<file path="config.mk">
export PLATFORM = sky130hd
export DESIGN_NAME = symbol_transmitter_flat
export DESIGN_NICKNAME = d
export VERILOG_FILES = /design/src/rtl/symbol_transmitter_if.sv /design/src/rtl/symbol_transmitter.sv /design/src/flat_wrapper.sv
export SDC_FILE = /design/constraint.sdc
export NUM_CORES = 1
export LEC_CHECK = 0
export ABC_AREA = 1
export CORE_MARGIN = 5
export CORE_UTILIZATION = 65
export DETAILED_ROUTE_END_ITERATION = 8
export PLACE_DENSITY = 0.8
export SLEW_MARGIN = 20
export SYNTH_ARGS = -nofsm -noshare
export SYNTH_HDL_FRONTEND = slang
export SYNTH_SLANG_ARGS = --single-unit
</file>
<file path="constraint.sdc">
create_clock -name clk -period 11.3 [get_ports clk]
set_input_delay 2.26 -clock clk [delete_from_list [all_inputs] [get_ports clk]]
set_output_delay 2.26 -clock clk [all_outputs]
set_load 0.03 [all_outputs]
</file>
<file path="src/rtl/symbol_transmitter_if.sv">
// Symbol bus between the symbol mapper (master) and the transmit pulse shaper (slave).
// symb_in/read carry captured symbols in; symb_out carries shaped samples to the DAC path.
interface symbol_transmitter_if #(
  parameter int unsigned DATA_W = 16
);
  logic signed [DATA_W-1:0] symb_in;
  logic                     read;
  logic signed [DATA_W-1:0] symb_out;

  modport master (
    output symb_in,
    output read,
    input  symb_out
  );

  modport slave (
    input  symb_in,
    input  read,
    output symb_out
  );
endinterface

</file>
<file path="src/rtl/symbol_transmitter.sv">
// Baseband transmit pulse shaper: upsamples strobed symbols to the clock rate and filters them
// through a fixed 7-tap symmetric FIR (1,3,6,8,6,3,1), normalised by an arithmetic shift.
// Optional macro TX_HOLD_EN: sample-and-hold upsampling instead of zero-stuffing.
module symbol_transmitter #(
  parameter int unsigned DATA_W = 16,
  parameter int unsigned SHIFT  = 5
) (
  input logic                 clk,
  input logic                 reset,
  symbol_transmitter_if.slave bus
);
  localparam int unsigned Taps = 7;
  // Coefficient sum is 28 < 32, so 5 guard bits above the sample width cannot overflow.
  localparam int unsigned AccW = DATA_W + 5;
  // Packed as {c6..c0} so that Coef[i] is ci.
  localparam logic [Taps-1:0][3:0] Coef = {4'd1, 4'd3, 4'd6, 4'd8, 4'd6, 4'd3, 4'd1};

  logic signed [DATA_W-1:0] d_q [Taps];
  logic signed [DATA_W-1:0] d_d [Taps];
  logic signed [DATA_W-1:0] symb_out_q;
  logic signed [DATA_W-1:0] symb_out_d;
  logic signed [DATA_W-1:0] insert;
  logic signed [AccW-1:0]   acc;
  logic signed [AccW-1:0]   acc_sh;
  logic                     unused_acc_sh;

`ifdef TX_HOLD_EN
  logic signed [DATA_W-1:0] hold_q;
  logic signed [DATA_W-1:0] hold_d;

  // Hold register follows the strobed symbol; idle cycles repeat the last one.
  always_comb begin
    hold_d = hold_q;
    if (bus.read) begin
      hold_d = bus.symb_in;
    end
    insert = hold_d;
  end

  // Hold register state, cleared by reset.
  always_ff @(posedge clk) begin
    if (!reset) begin
      hold_q <= '0;
    end else begin
      hold_q <= hold_d;
    end
  end
`else
  // Zero-stuffing: symb_in is only looked at when read is high.
  always_comb begin
    insert = '0;
    if (bus.read) begin
      insert = bus.symb_in;
    end
  end
`endif

  // Delay line shift with the new upsampled value entering at d0.
  always_comb begin
    d_d[0] = insert;
    for (int i = 1; i < Taps; i++) begin
      d_d[i] = d_q[i-1];
    end
  end

  // FIR sum over the current delay line, then floor-normalise and truncate.
  always_comb begin
    acc = '0;
    for (int i = 0; i < Taps; i++) begin
      acc = acc + AccW'(d_q[i]) * $signed({{(AccW-4){1'b0}}, Coef[i]});
    end
    acc_sh     = acc >>> SHIFT;
    symb_out_d = acc_sh[DATA_W-1:0];
  end

  // Upper bits are sign copies after normalisation; nothing to saturate.
  assign unused_acc_sh = ^acc_sh[AccW-1:DATA_W];

  // Delay line and output register; reset drops all in-flight contributions.
  always_ff @(posedge clk) begin
    if (!reset) begin
      d_q        <= '{default: '0};
      symb_out_q <= '0;
    end else begin
      d_q        <= d_d;
      symb_out_q <= symb_out_d;
    end
  end

  assign bus.symb_out = symb_out_q;
endmodule

</file>
<file path="src/flat_wrapper.sv">
// flat-port wrapper written by rule: the top's interface ports become plain ports
module symbol_transmitter_flat 
#(
  parameter int unsigned DATA_W = 16,
  parameter int unsigned SHIFT  = 5
)
  (clk, reset, bus_symb_in, bus_read, bus_symb_out);
  symbol_transmitter_if #(.DATA_W(DATA_W)) bus_i ();
  input logic clk;
  input logic reset;
  input wire logic [$bits(bus_i.symb_in)-1:0] bus_symb_in;
  input wire logic [$bits(bus_i.read)-1:0] bus_read;
  output wire logic [$bits(bus_i.symb_out)-1:0] bus_symb_out;
  assign bus_i.symb_in = bus_symb_in;
  assign bus_i.read = bus_read;
  assign bus_symb_out = bus_i.symb_out;
  symbol_transmitter #(.DATA_W(DATA_W), .SHIFT(SHIFT)) u_core (.clk(clk), .reset(reset), .bus(bus_i));
endmodule
</file>
==> reports/qor.txt, run 1 <==
Status: completed
GRT overflow: 0
Routed vias/inst: 5.24
Max Cap Viol: 0
Mux contribution to synthesized area: 0%
Min Tclk post-route: 5.64 ns
Initial antenna violation count: 0
Height of the chip: 138 um
Setup CP Type: reg2reg
Die X: 138 um
Ant. Diodes: 0
YS warnings: 0
Final cell count without fillers: 1626
Fillers: 1253
Finish-stage setup viols: 0
Final WL: 23500 um
Fraction of registers with async set/reset: 0%
Core area: 0.0159 mm2
Global Route Usage Sum: 27.1%
Slew at the pin with the worst max-slew slack: 0.776 ns
Max Root-Sink Buffers: 2
Critical path destination: u_core.bus.symb_out[13]
CP arrival: 5.97 ns
ANT nets after route: 0
Maximum vdd ir drop: 106 uV
Number of enable flip-flop cells after synthesis: 0
Clk_skew: 0.00792 ns
Final worst slack: 5.66 ns
Post-Synth Simple-Gate Area: 16.8%
Crit-path max FO: 5
Inst Count DP: 1594
Wirelength per Cell: 14.4 um
H-Tree Depth: 4
Highest clock rate: 0.177 GHz
FF-to-FF Start: u_core.d_d[67]
Slew headroom: 48.2%
DRC Markers: 0
Combinational family with the most area after synthesis: adder cells
Share of the yosys chip area belonging to registers: 24.1%
CP startpoint: u_core.d_d[67]
Die area: 0.0190 mm2
Register Area: 0.00256 mm2
Period utilization: 50.0%
Post-CTS Setup Inserts: 0
Largest net degree at the start of global routing: 75
Cell with the most instances after synthesis: inv_1
Netlist cell types: 37
RSZ-0062 raised after global routing: false
Setup WS pre-CTS: 5.79 ns
Fin. max-slew vios: 0
Pwr dens: 104 mW/mm2
Synth top area share: 24.1%
Clk Latency, worst-skew pair: 0.43 ns
IO Count: 35
Synth top area cells: dfxtp_1 24%, ha_1 17%, fa_1 17%
Area fraction in compound gates after synthesis: 8.73%
CTS Sinks: 128
First-pass GRT wire length: 39900 um
Layout cells sized above 1: 4.47%
Clk pin slew, worst setup/hold paths: 0.06 ns
Crit end category: flop
Vias in the first global route: 8797
Mapped Cells: 1356
Iter 0 DRT Violations: 518
CTS buffer count: 17
Hold_ws: 0.423 ns
DP HPWL: 18800 um
Starting Density: 66.6%
Syn_area_per_cell: 7.83 um2
Critical path launch point type: flop
# rows: 46
Cell area after synthesis: 0.0106 mm2
CTS resizes: 0
Register-to-register setup slack: 5.66 ns
Number of port buffers: 34
Reg-to-reg endpoint: u_core.bus.symb_out[13]
Xor and xnor area share after synthesis: 4.54%
Final nets: 1649
Hold Vio Cnt, Final: 0
Yosys reg bits: 128
Post-CTS Hold Fix Bufs: 0
Drt pass-1 iters: 6
Placer congestion estimate: 0.908
Leak: 0.00672 uW
Layout area overhead: 11.1%
CTS Root Cell: clkbuf_16
Commonest cells in the netlist: 329 x inv_1, 281 x nand2_1, 145 x ha_1, 128 x dfxtp_1, 88 x fa_1
Syn nets: 1608
CTS tree: yes
Multi-input combinational cell area: 0.00677 mm2
Routed vias: 8522
FF-to-FF path depth: 26
Post-synth top flop: dfxtp_1
Worst hold path class: reg2reg
Post-synth top area cell: dfxtp_1
Critical Path RT: 11.62 ns
Setup TNS: 0 ns
Adder-Cell Fraction of Synth Area: 33.7%
layer usage:
layer	global-route usage (%)	routed length [um]	vias up
li1	-	-	4240
met1	32.8	9760	3949
met2	46.1	11400	252
met3	5.30	1250	81
met4	13.1	1060	0
met5	0	0	-
metrics by stage:
stage	cell area, um2	power, uW	util, %
after global routing	11800	1280	74.0
after global placement	11200	653	70.2
after floorplan	10600	603	-
after detailed placement	11200	657	70.2
final	11800	1220	74.0
after CTS	11800	1230	74.0
power by group:
| part | switching [uW] | total [uW] | internal [uW] | leakage (uW) |
|---|---|---|---|---|
| Sequential | 6.43 | 470 | 464 | 0.00104 |
| Combinational | 110 | 178 | 67.5 | 0.00538 |
| Clock | 214 | 574 | 360 | 0.000301 |
| Total | 331 | 1220 | 891 | 0.00672 |
state kept, by name (all words and copies together) (netlist names):
name,count
u_core.d_d,96
u_core.bus.symb_out,16
u_core.d_q,16
cell usage in the layout, fill, tap and decap left out, drive strengths merged, types with 2 or more instances in the layout:
cell / netlist / final
a21boi: 2 / 2
a21o: 9 / 9
a21oi: 81 / 81
a31oi: 5 / 5
buf: 0 / 2
bufinv: 0 / 3
clkbuf: 13 / 20
clkdlybuf4s50: 0 / 33
clkinv: 1 / 6
dfxtp: 128 / 128
fa: 88 / 88
ha: 145 / 145
inv: 329 / 332
nand2: 284 / 284
nand3: 45 / 45
nand3b: 2 / 2
nand4: 7 / 7
nor2: 88 / 88
nor3: 8 / 8
nor4: 2 / 2
o2111ai: 2 / 2
o211ai: 2 / 2
o21ai: 49 / 49
o21bai: 6 / 6
xnor2: 21 / 21
xor2: 34 / 34
area by class of cell:
cell class / instances / area share, %
Multi-Input combinational cell: 885 / 57.4
Sequential cell: 128 / 21.7
Inverter: 330 / 10.5
Clock buffer: 20 / 3.87
Timing Repair Buffer: 35 / 2.93
Tap cell: 216 / 2.29
Clock inverter: 12 / 1.33
how the worst min path moves through the flow:
| stage | start | to | slack, ns | depth (start not counted) |
|---|---|---|---|---|
| 2_1_floorplan | u_core.d_d[32] | u_core.d_d[16] | 0.41 | 2 |
| 3_3_place_gp | u_core.d_d[83] | u_core.d_d[67] | 0.41 | 2 |
| 3_5_place_dp | u_core.d_d[83] | u_core.d_d[67] | 0.42 | 2 |
| 4_1_cts | u_core.d_d[83] | u_core.d_d[67] | 0.43 | 2 |
| 5_1_grt | u_core.d_d[37] | u_core.d_d[21] | 0.45 | 2 |
| 6_report | u_core.d_d[83] | u_core.d_d[67] | 0.42 | 2 |
cell families (layout without fill, tap and decap cells):
group,after synthesis,count (layout)
compound gates,159,159
xor+xnor,55,55
fa+ha+maj,233,233
buf+inv,343,397
flops,128,128
simple gates,438,438
worst max-delay path, cell delays in order, from the launching register on:
cell,delay (ns)
dfxtp_1,0.34
ha_1,0.28
inv_1,0.04
fa_1,0.47
inv_1,0.04
ha_1,0.37
nand2_1,0.13
nand3_2,0.11
a21oi_2,0.29
o21ai_2,0.13
a21oi_1,0.18
inv_1,0.06
nand2_1,0.06
nand2_1,0.09
fa_1,0.52
fa_1,0.53
fa_1,0.56
inv_1,0.04
ha_1,0.35
nand2_1,0.15
inv_1,0.10
a21oi_2,0.23
nor2_1,0.06
nor3_1,0.20
nand3_1,0.10
nand2_1,0.07
nor2_1,0.05
Note: power is estimated with default switching activity, not from simulation.
==> inputs of run 2 (changes only) <==
--- a/config.mk
+++ b/config.mk
@@ -7,9 +7,9 @@
 export LEC_CHECK = 0
 export ABC_AREA = 1
 export CORE_MARGIN = 5
-export CORE_UTILIZATION = 65
+export CORE_UTILIZATION = 63
 export DETAILED_ROUTE_END_ITERATION = 8
-export PLACE_DENSITY = 0.8
+export PLACE_DENSITY = 0.78
 export SLEW_MARGIN = 20
 export SYNTH_ARGS = -nofsm -noshare
 export SYNTH_HDL_FRONTEND = slang
==> constraint.sdc (replaced) <==
create_clock -name clk -period 5.88 [get_ports clk]
set_input_delay 1.176 -clock clk [delete_from_list [all_inputs] [get_ports clk]]
set_output_delay 1.176 -clock clk [all_outputs]
set_load 0.03 [all_outputs]
==> run 2 against run 1 <==
Against the previous run: clock-buffer cell count unchanged; via count down 1.2%; final cell count up 0.25%; highest routed layer unchanged.
==> reports/qor.txt, run 2 (synthesized netlist as in run 1, its figures left out) <==
Status: completed
Slew headroom: 52.6% (+4.4 points)
RSZ-0062 raised after global routing: false
Setup TNS: 0 ns (unchanged)
Largest net degree at the start of global routing: 66 (-12%)
CP Buf/Inv Count: 3 (-2)
Die area: 0.0196 mm2 (+2.9%)
Highest clock rate: 0.181 GHz (+2.2%)
Fin. max-slew vios: 0 (unchanged)
Combinational Power Share: 14.9% (+0.3 points)
Slew at the pin with the worst max-slew slack: 0.711 ns (-0.0657 ns)
Critical Path RT: 6.20 ns (-5.42 ns)
Clk pwr share: 45.4% (-1.6 points)
Post-CTS Setup Inserts: 0 (unchanged)
Worst hold path class: reg2reg
Most frequent cells in the layout: 329 x inv_1, 281 x nand2_1, 145 x ha_1
Maximum vdd ir drop: 195 uV (+84%)
DP HPWL: 18900 um (+0.78%)
# rows: 47 (+2.2%)
Slowest-stage cell, CP: fa_1
Setup CP Type: reg2reg
Layout cells sized above 1: 4.61% (+0.14 points)
Final cell count without fillers: 1630 (+0.25%)
CTS Root Cell: clkbuf_16
Commonest non-fill, non-tap cell in the layout: inv_1
Height of the chip: 140 um (+1.5%)
DRC Markers: 0 (unchanged)
Hold_ws: 0.425 ns (+0.00187 ns)
CTS tree: yes
CP Cell Sequence: ha_1, fa_1, inv_1, fa_1, nor3_2, nor2_2, o21ai_2, xor2_1, fa_1, fa_1, inv_1, fa_1, inv_1, ha_1, nand2_1, nor2_1, nand3_1, nand3_2, nand2_1, nand2_1, nand2_1, nand2_1, nor2_1
Sw Share: 28.1% (+1.0 points)
Flop pwr share: 39.7% (+1.2 points)
Iter 0 DRT Violations: 585 (+13%)
IO Count: 35 (unchanged)
Die X: 140 um (+1.5%)
H-Tree Depth: 4 (unchanged)
Clk Latency, worst-skew pair: 0.42 ns (about the same)
Routed vias/inst: 5.16 (-1.5%)
Ant. Diodes: 0 (unchanged)
CP delay by family, top: adder cells
Vias in the first global route: 8523 (-3.1%)
Period utilization: 94.0% (+44 points)
Min Tclk post-route: 5.53 ns (-0.119 ns)
Layout area overhead: 10.9%
Number of port buffers: 34 (unchanged)
Placer congestion estimate: 0.940 (+3.5%)
Cell area after placement: 0.0112 mm2 (about the same)
Wire length on met3: 1060 um (-15%)
Critical path launch point type: flop
Wirelength per Cell: 14.3 um (-0.75%)
Final WL: 23400 um (-0.50%)
Int Power: 1640 uW (+84%)
Clk pin slew, worst setup/hold paths: 0.06 ns (about the same)
CP arrival: 5.84 ns (-0.13 ns)
M1 wire length: 9940 um (+1.9%)
Final nets: 1649 (unchanged)
Critical Path Max Stage Delay: 0.57 ns (about the same)
Crit-path max FO: 5 (unchanged)
Global Route Usage Sum: 24.9% (-2.2 points)
Clk_skew: 0.0117 ns (+0.00381 ns)
GRT overflow: 0 (unchanged)
Sw power: 641 uW (+93%)
CTS buffer count: 17 (unchanged)
Leak: 0.00670 uW (-0.24%)
Inst Count DP: 1598 (+0.25%)
Final Util: 71.0% (-3.0 points)
Max Cap Viol: 0 (unchanged)
Core area: 0.0166 mm2 (+4.0%)
Routed met2 length: 11800 um (+3.0%)
Initial antenna violation count: 0 (unchanged)
First-pass GRT wire length: 39200 um (-1.6%)
Max Root-Sink Buffers: 2 (unchanged)
Hold Vio Cnt, Final: 0 (unchanged)
Crit end category: flop
Max FFs per register: 96 (unchanged)
Routed vias: 8416 (-1.2%)
Drt pass-1 iters: 5 (-1)
ANT nets after route: 0 (unchanged)
Pwr dens: 193 mW/mm2 (+87%)
Top sig layer: met4
CTS Sinks: 128 (unchanged)
Finish-stage setup viols: 0 (unchanged)
Final Cell Area: 0.0118 mm2 (-0.17%)
Starting Density: 64.0% (-2.6 points)
run 2: worst reg2reg max path, cell delays in order, from the launching register on:
cell and delay (ns):
dfxtp_1 0.33, ha_1 0.32, fa_1 0.57, inv_1 0.07
fa_1 0.48, nor3_2 0.21, nor2_2 0.09, o21ai_2 0.18
xor2_1 0.26, fa_1 0.52, fa_1 0.55, inv_1 0.05
fa_1 0.53, inv_1 0.04, ha_1 0.34, nand2_1 0.13
nor2_1 0.14, nand3_1 0.13, nand3_2 0.16, nand2_1 0.09
nand2_1 0.09, nand2_1 0.05, nand2_1 0.07, nor2_1 0.04
run 2: final cells by class:
| cell class | count | area, um2 |
|---|---|---|
| Clock inverter | 12 | 109 |
| Inverter | 330 | 1240 |
| Clock buffer | 20 | 467 |
| Sequential cell | 128 | 2560 |
| Tap cell | 220 | 275 |
| Timing Repair Buffer | 35 | 345 |
| Fill cell | 1359 | 4800 |
| Multi-Input combinational cell | 885 | 6780 |
run 2: path summary, 6_finish.rpt:
| path | from | endpoint | slack (ns) | cells past startpoint |
|---|---|---|---|---|
| worst max-delay path | u_core.d_d[65] | u_core.bus.symb_out[15] | 0.35 | 23 |
| worst max register to register | u_core.d_d[65] | u_core.bus.symb_out[15] | 0.35 | 23 |
| worst min-delay path | u_core.d_d[84] | u_core.d_d[68] | 0.42 | 2 |
| worst min register to register | u_core.d_d[84] | u_core.d_d[68] | 0.42 | 2 |
run 2: routing by layer:
layer	vias to the layer above	GRT usage (%)
li1	4258	-
met1	3902	30.2
met2	209	44.5
met3	47	3.98
met4	0	9.23
met5	-	0
run 2: per-stage QoR:
| step | power, uW | setup WS (ns) |
|---|---|---|
| after floorplan | 1160 | 0.749 |
| after global placement | 1250 | 0.433 |
| after detailed placement | 1260 | 0.363 |
| after CTS | 2290 | 0.342 |
| after global routing | 2380 | 0.0391 |
| final | 2280 | 0.355 |
run 2: power by group through the flow:
stage               registers, uW  clock network, uW  logic, uW
finish                        904               1030        339
CTS                           904               1040        342
global route                  906               1090        386
detailed placement            923                  0        340
floorplan                     945                  0        214
global placement              922                  0        332
run 2: timing repair:
item | 4_1_cts | 5_1_grt
endpoints found under the hold margin | 0 | 0
setup endpoints to repair | 0 | 1
hold buffers | 0 | 0
resized for setup | 0 | 2
